$ cat config.mk
export PLATFORM = sky130hd
export DESIGN_NAME = imem_loader
export DESIGN_NICKNAME = d
export VERILOG_FILES = /design/src/rtl/mips_boot_pkg.sv /design/src/rtl/imem_loader_byte_packer.sv /design/src/rtl/imem_loader.sv
export SDC_FILE = /design/constraint.sdc
export NUM_CORES = 1
export LEC_CHECK = 0
export ABC_AREA = 1
export CORE_ASPECT_RATIO = 1.5
export CORE_UTILIZATION = 30
export CTS_CLUSTER_DIAMETER = 100
export DETAILED_ROUTE_END_ITERATION = 8
export DONT_BUFFER_PORTS = 1
export SYNTH_ARGS = -nofsm -noshare
export SYNTH_HDL_FRONTEND = slang
export SYNTH_HIERARCHICAL = 1
export SYNTH_SLANG_ARGS = --single-unit
$ cat constraint.sdc
create_clock -name clk -period 4.8 [get_ports clk]
set_input_delay 0.72 -clock clk [delete_from_list [all_inputs] [get_ports clk]]
set_output_delay 0.72 -clock clk [all_outputs]
set_load 0.05 [all_outputs]
$ cat src/rtl/mips_boot_pkg.sv
// Shared types and constants for the MIPS boot path.
package mips_boot_pkg;

    localparam int          IMEM_WORDS_DEFAULT = 256;
    localparam logic [31:0] NOP_WORD           = 32'h0000_0000;

    typedef enum logic [2:0] {
        IDLE,
        HDR0,
        HDR1,
        LOAD,
        FILL,
        RUN,
        ERR
    } loader_state_t;

endpackage

$ cat src/rtl/imem_loader_byte_packer.sv
// Collects four stream bytes into one little-endian word; word_valid_o pulses
// combinationally on the fourth byte so the parent can register it directly.
module byte_packer (
    input  logic        clk,
    input  logic        rst_n,
    input  logic        clear_i,
    input  logic        byte_valid_i,
    input  logic [7:0]  byte_i,
    output logic        word_valid_o,
    output logic [31:0] word_o
);

    logic [1:0]  cnt_q, cnt_d;
    logic [23:0] buf_q, buf_d;

    always_comb begin
        cnt_d = cnt_q;
        buf_d = buf_q;
        if (clear_i) begin
            cnt_d = '0;
            buf_d = '0;
        end else if (byte_valid_i) begin
            cnt_d = cnt_q + 2'd1;
            case (cnt_q)
                2'd0:    buf_d[7:0]   = byte_i;
                2'd1:    buf_d[15:8]  = byte_i;
                2'd2:    buf_d[23:16] = byte_i;
                default: ;
            endcase
        end
    end

    always_ff @(posedge clk or negedge rst_n) begin
        if (!rst_n) begin
            cnt_q <= '0;
            buf_q <= '0;
        end else begin
            cnt_q <= cnt_d;
            buf_q <= buf_d;
        end
    end

    // The fourth byte bypasses the buffer and lands in the top lane.
    assign word_valid_o = byte_valid_i && !clear_i && (cnt_q == 2'd3);
    assign word_o       = {byte_i, buf_q};

endmodule

$ cat src/rtl/imem_loader.sv
// Boot loader: parses a counted little-endian byte stream into instruction
// memory, zero-fills the remainder and releases the core once the image is whole.
module imem_loader
    import mips_boot_pkg::*;
#(
    parameter int IMEM_WORDS = IMEM_WORDS_DEFAULT,
    parameter int ADDR_W     = $clog2(IMEM_WORDS)
) (
    input  logic              clk,
    input  logic              reset,
    input  logic              start,
    input  logic [7:0]        in_data,
    input  logic              in_valid,
    output logic              in_ready,
    output logic              we,
    output logic [ADDR_W-1:0] waddr,
    output logic [31:0]       wdata,
    output logic              cpu_reset,
    output logic              busy,
    output logic              err,
    output logic [ADDR_W:0]   words_loaded
);

    localparam logic [15:0]       MAX_N    = 16'(IMEM_WORDS);
    localparam logic [ADDR_W:0]   FULL_N   = (ADDR_W + 1)'(IMEM_WORDS);
    localparam logic [ADDR_W:0]   WL_ONE   = (ADDR_W + 1)'(1);
    localparam logic [ADDR_W-1:0] ADDR_ONE = ADDR_W'(1);
    localparam logic [ADDR_W-1:0] ADDR_MAX = ADDR_W'(IMEM_WORDS - 1);

    loader_state_t     state_q, state_d;
    logic [ADDR_W-1:0] addr_q, addr_d;
    logic [7:0]        n_lo_q, n_lo_d;
    logic [ADDR_W:0]   n_q, n_d;
    logic              fill_done_q, fill_done_d;
    logic              in_ready_q, in_ready_d;
    logic              we_q, we_d;
    logic [ADDR_W-1:0] waddr_q, waddr_d;
    logic [31:0]       wdata_q, wdata_d;
    logic              cpu_reset_q, cpu_reset_d;
    logic              busy_q, busy_d;
    logic              err_q, err_d;
    logic [ADDR_W:0]   words_loaded_q, words_loaded_d;

    logic              accept;
    logic              start_ok;
    logic [15:0]       n_full;
    logic [ADDR_W:0]   wl_inc;
    logic              word_valid;
    logic [31:0]       word;

    assign accept   = in_valid && in_ready_q;
    assign start_ok = start && (state_q inside {IDLE, RUN, ERR});
    assign n_full   = {in_data, n_lo_q};
    assign wl_inc   = words_loaded_q + WL_ONE;

    byte_packer u_packer (
        .clk          (clk),
        .rst_n        (reset),
        .clear_i      (start_ok),
        .byte_valid_i (accept && (state_q == LOAD)),
        .byte_i       (in_data),
        .word_valid_o (word_valid),
        .word_o       (word)
    );

    always_comb begin
        state_d        = state_q;
        addr_d         = addr_q;
        n_lo_d         = n_lo_q;
        n_d            = n_q;
        fill_done_d    = fill_done_q;
        we_d           = 1'b0;
        waddr_d        = waddr_q;
        wdata_d        = wdata_q;
        err_d          = err_q;
        words_loaded_d = words_loaded_q;

        case (state_q)
            IDLE, RUN, ERR: begin
                if (start) begin
                    state_d        = HDR0;
                    err_d          = 1'b0;
                    words_loaded_d = '0;
                end
            end
            HDR0: begin
                if (accept) begin
                    n_lo_d  = in_data;
                    state_d = HDR1;
                end
            end
            HDR1: begin
                if (accept) begin
                    addr_d      = '0;
                    fill_done_d = 1'b0;
                    n_d         = n_full[ADDR_W:0];
                    if (n_full > MAX_N) begin
                        state_d = ERR;
                        err_d   = 1'b1;
                    end else if (n_full == 16'd0) begin
                        state_d = FILL;
                    end else begin
                        state_d = LOAD;
                    end
                end
            end
            LOAD: begin
                if (word_valid) begin
                    we_d           = 1'b1;
                    waddr_d        = addr_q;
                    wdata_d        = word;
                    addr_d         = addr_q + ADDR_ONE;
                    words_loaded_d = wl_inc;
                    if (wl_inc == n_q) begin
                        state_d     = FILL;
                        // A full image has nothing to fill; FILL then only closes out the last write.
                        fill_done_d = (n_q == FULL_N);
                    end
                end
            end
            FILL: begin
                if (fill_done_q) begin
                    state_d = RUN;
                end else begin
                    we_d    = 1'b1;
                    waddr_d = addr_q;
                    wdata_d = NOP_WORD;
                    addr_d  = addr_q + ADDR_ONE;
                    if (addr_q == ADDR_MAX) fill_done_d = 1'b1;
                end
            end
            default: state_d = IDLE;
        endcase

        in_ready_d  = state_d inside {HDR0, HDR1, LOAD};
        busy_d      = state_d inside {HDR0, HDR1, LOAD, FILL};
        cpu_reset_d = (state_d != RUN);
    end

    always_ff @(posedge clk or negedge reset) begin
        if (!reset) begin
            state_q        <= IDLE;
            addr_q         <= '0;
            n_lo_q         <= '0;
            n_q            <= '0;
            fill_done_q    <= 1'b0;
            in_ready_q     <= 1'b0;
            we_q           <= 1'b0;
            waddr_q        <= '0;
            wdata_q        <= '0;
            cpu_reset_q    <= 1'b1;
            busy_q         <= 1'b0;
            err_q          <= 1'b0;
            words_loaded_q <= '0;
        end else begin
            state_q        <= state_d;
            addr_q         <= addr_d;
            n_lo_q         <= n_lo_d;
            n_q            <= n_d;
            fill_done_q    <= fill_done_d;
            in_ready_q     <= in_ready_d;
            we_q           <= we_d;
            waddr_q        <= waddr_d;
            wdata_q        <= wdata_d;
            cpu_reset_q    <= cpu_reset_d;
            busy_q         <= busy_d;
            err_q          <= err_d;
            words_loaded_q <= words_loaded_d;
        end
    end

    assign in_ready     = in_ready_q;
    assign we           = we_q;
    assign waddr        = waddr_q;
    assign wdata        = wdata_q;
    assign cpu_reset    = cpu_reset_q;
    assign busy         = busy_q;
    assign err          = err_q;
    assign words_loaded = words_loaded_q;

endmodule

==> impl_results.md <==
* Result of the run: finished, final reports clean
* Slew headroom at 56.7%
* Number of buffers on the longest clock path at 2
* Count of flip-flops with a built-in enable after synthesis at 0
* Gpl congestion at 0.813
* Summed instance area of the synthesized netlist at roughly 5100 µm²
* Pins over their slew limit at 0
* RSZ-0062 raised after global routing: no
* Post-DP HPWL at 8660 µm
* Chip height at around 160 µm
* PD cells at 534 nW/µm²
* Top cell by count, worst path: sky130_fd_sc_hd__nand2_2
* Count of warnings emitted by yosys at 6
* Worst EP required at slightly above 5 ns
* Fin crit period at approximately 3.1 ns
* Final-report setup violation count at 0
* Reg2reg path depth at 14
* Remaining antenna violation count after routing at 0
* I/O Buffers at 0
* Share of the cycle needed by the critical path after routing at around 64%
* Via count of the routed design at between 3000 and 4000
* Critical-path top delay cell: sky130_fd_sc_hd__nor2_8
* Number of buffers created by CTS at 9
* Residual overflow from global routing at 0
* TritonCTS clock tree: done
* Critical path endpoint category: flip-flop
* Max_cap viols at 0
* # DRC at 0
* Kind of cell adding the most delay to the critical path: simple AND/OR/NAND/NOR gates
* Fin Clk Skew at 0.00778 ns
* Most common flop cell mapped by yosys: sky130_fd_sc_hd__dfrtp_1
* Average routed wire per standard cell at 15.7 µm
* Synth async-reset ratio at 100%
* FF+latch count, synth at 109
* Buf+Inv Stages, Crit Path at 5
* Post-synthesis sequential area ratio at 53.2%
* Startpoint type of the worst setup path: flip-flop
* Placed cell areas at 5230 µm²
* Number of vias per cell at 4.79
* Core area at 16800 µm²
* Critical path cell sequence: nor2_1, nand2_2, nand2_2, nor2_4, nand2_2, inv_1, inv_8, and3_1, inv_1, nor2_8, inv_4, nand2_4, inv_4, a22o_1
* Largest stage delay, worst path at 0.48 ns
* Register-to-register setup slack at 1.72 ns
* Highest clock rate at around 320 MHz
* Worst hold-check slack at 0.0646 ns
* Initial core utilization at 30.6%
* Design area at 5520 µm²
* Inserted Diodes at 0
* Count of distinct cell types in the synthesized netlist at 41
* PostCTS Resize Cnt at 0
* Count of buffers added by post-CTS timing repair for setup at 0
* Largest net degree at the start of global routing at 110
* Fraction of layout cells with a size suffix above 1 at 11.7%
* # clock sinks at 109
* Vias in the first global route at 3760
* Initial antenna violation count at 0
* TritonRoute pass-1 iters at 4
* Worst Path Arrival at roughly 3.3 ns
* Placement row count at 58
* Clock latency on the worst-skew pair at between 0.3 and 0.4 ns
* Avg Inst Size Synth at 9.31 µm²
* Number of buffers added to fix hold violations after cts at 0
* Final WL at 11900 µm
* Global Route Usage Sum at 14.4%
* Worst Hold Class: input port to async pin
* Area grow syn2layout at 7.56%
* Syn nets at 569
* Biggest area contributors in the synthesized netlist: sky130_fd_sc_hd__dfrtp_1 (53%), sky130_fd_sc_hd__nand2_1 (11%), sky130_fd_sc_hd__a22o_1 (5.8%)
* Worst vdd ir at between 0.00015 and 0.0002 V
* Root buffer cell: sky130_fd_sc_hd__clkbuf_16
* Origin of the critical flop-to-flop path: state_q[1]
* Most common cell after layout, fill and taps aside: sky130_fd_sc_hd__nand2_1
* Gate count after technology mapping at about 550
* Number of DRC markers after the initial detailed-route iteration at around 180
* Number of hold-slack violations in the final timing report at 0
* Die footprint at about 18000 µm²
* Reg2Reg Capture Point: wdata[20]
* Share of Yosys cell area claimed by the top area cell type at 52.7%
* Type of the worst setup path: flip-flop to flip-flop
* Slew of the pin with the lowest slew margin at 0.650 ns
* Maximum net fanout on the critical path at 45
* # nets final at 560
* Sum of negative setup slack at 0 ns
* Static power due to leakage at 2.68 nW
* Highest-count cells in the layout ignoring fill and taps: sky130_fd_sc_hd__nand2_1 (144), sky130_fd_sc_hd__dfrtp_1 (108), sky130_fd_sc_hd__inv_1 (51), sky130_fd_sc_hd__nand3_1 (39), sky130_fd_sc_hd__a22o_1 (34)
* Horiz. Die Dim at 109 µm
* Clock H-tree levels at 3
* Clock transition time at the flip-flop clock pins of the worst setup and hold paths at 0.07 ns
* Number of ports placed on the die boundary at 66
* First-pass GRT wire length at slightly below 20000 µm
* Cell type with the highest aggregate area in the netlist: sky130_fd_sc_hd__dfrtp_1
[layer usage]
metal,GRT usage [%],part of all wire (%),vias to the layer above
li1,-,-,1784
met1,16.0,39,1754
met2,26.1,54,74
met3,3.57,4.4,16
met4,5.28,1.9,0
met5,0,0,-
[registers in the layout, indices dropped and copies added (netlist names)]
signal and flops:
words_loaded 9, fill_done_q 1, n_q 9, n_lo_q 8, in_ready 1, state_q 3, addr_q 8, u_packer/cnt_q 2
err 1, wdata 32, waddr 8, cpu_reset 1, we 1, u_packer/buf_q 24, busy 1
[report_power, final]
group          internal (mW)  switching, mW
Sequential              1.11          0.292
Combinational          0.264          0.549
Clock                  0.406          0.330
Total                   1.78           1.17
[metrics by stage]
| step | setup WS [ns] | instances | utilization (%) | power, mW |
|---|---|---|---|---|
| 3_3_place_gp | 1.83 | 741 | 31.2 | 2.21 |
| 5_1_grt | 1.42 | 757 | 32.9 | 3.14 |
| 2_1_floorplan | 2.55 | 551 | - | 2.08 |
| 6_report | 1.72 | 757 | 32.9 | 2.95 |
| 4_1_cts | 1.70 | 757 | 32.9 | 2.97 |
| 3_5_place_dp | 1.72 | 741 | 31.2 | 2.23 |
[final cells by class]
class,instances,area (µm²)
clock buffers,11,233
flip-flops and latches,109,2730
repair buffers,1,7.51
multi-input cells,358,1960
clock inverters,5,61.3
fillers,1662,11200
inverters,63,267
well taps,210,263
[kinds of logic (layout without fill, tap and decap cells)]
kind of cell             Yosys count  in the layout  synth area share, %
buffers and inverters             84             80                 8.63
XOR/XNOR                           3              3                0.512
AND/OR/NAND/NOR                  265            265                 25.1
AO/OA/AOI/OAI                     84             84                 11.2
flip-flops                       109            109                 53.2
adder cells (fa/ha/maj)            6              6                 1.46
[worst max path at each step]
stage                     slack (ns)       start        end  cells past startpoint
after global routing            1.42  state_q[1]   wdata[5]                     14
after global placement          1.83  state_q[0]  wdata[19]                     14
final                           1.72  state_q[1]  wdata[20]                     14
after CTS                       1.70  state_q[1]  wdata[20]                     14
after detailed placement        1.72  state_q[1]  wdata[27]                     14
after floorplan                 2.55    in_valid  wdata[10]                     11
[Yosys cell counts (7+ instances only)]
library cell and number:
sky130_fd_sc_hd__nor2_1 33, sky130_fd_sc_hd__a22o_1 34, sky130_fd_sc_hd__nand4_1 8, sky130_fd_sc_hd__nand2_1 144, sky130_fd_sc_hd__inv_1 51, sky130_fd_sc_hd__a21oi_1 11, sky130_fd_sc_hd__o21ai_1 7, sky130_fd_sc_hd__buf_4 9
sky130_fd_sc_hd__nand3_1 39, sky130_fd_sc_hd__o22ai_1 7, sky130_fd_sc_hd__o21ai_0 21, sky130_fd_sc_hd__dfrtp_1 108, sky130_fd_sc_hd__nand2_2 9
Power figures use the tool's default switching activity.
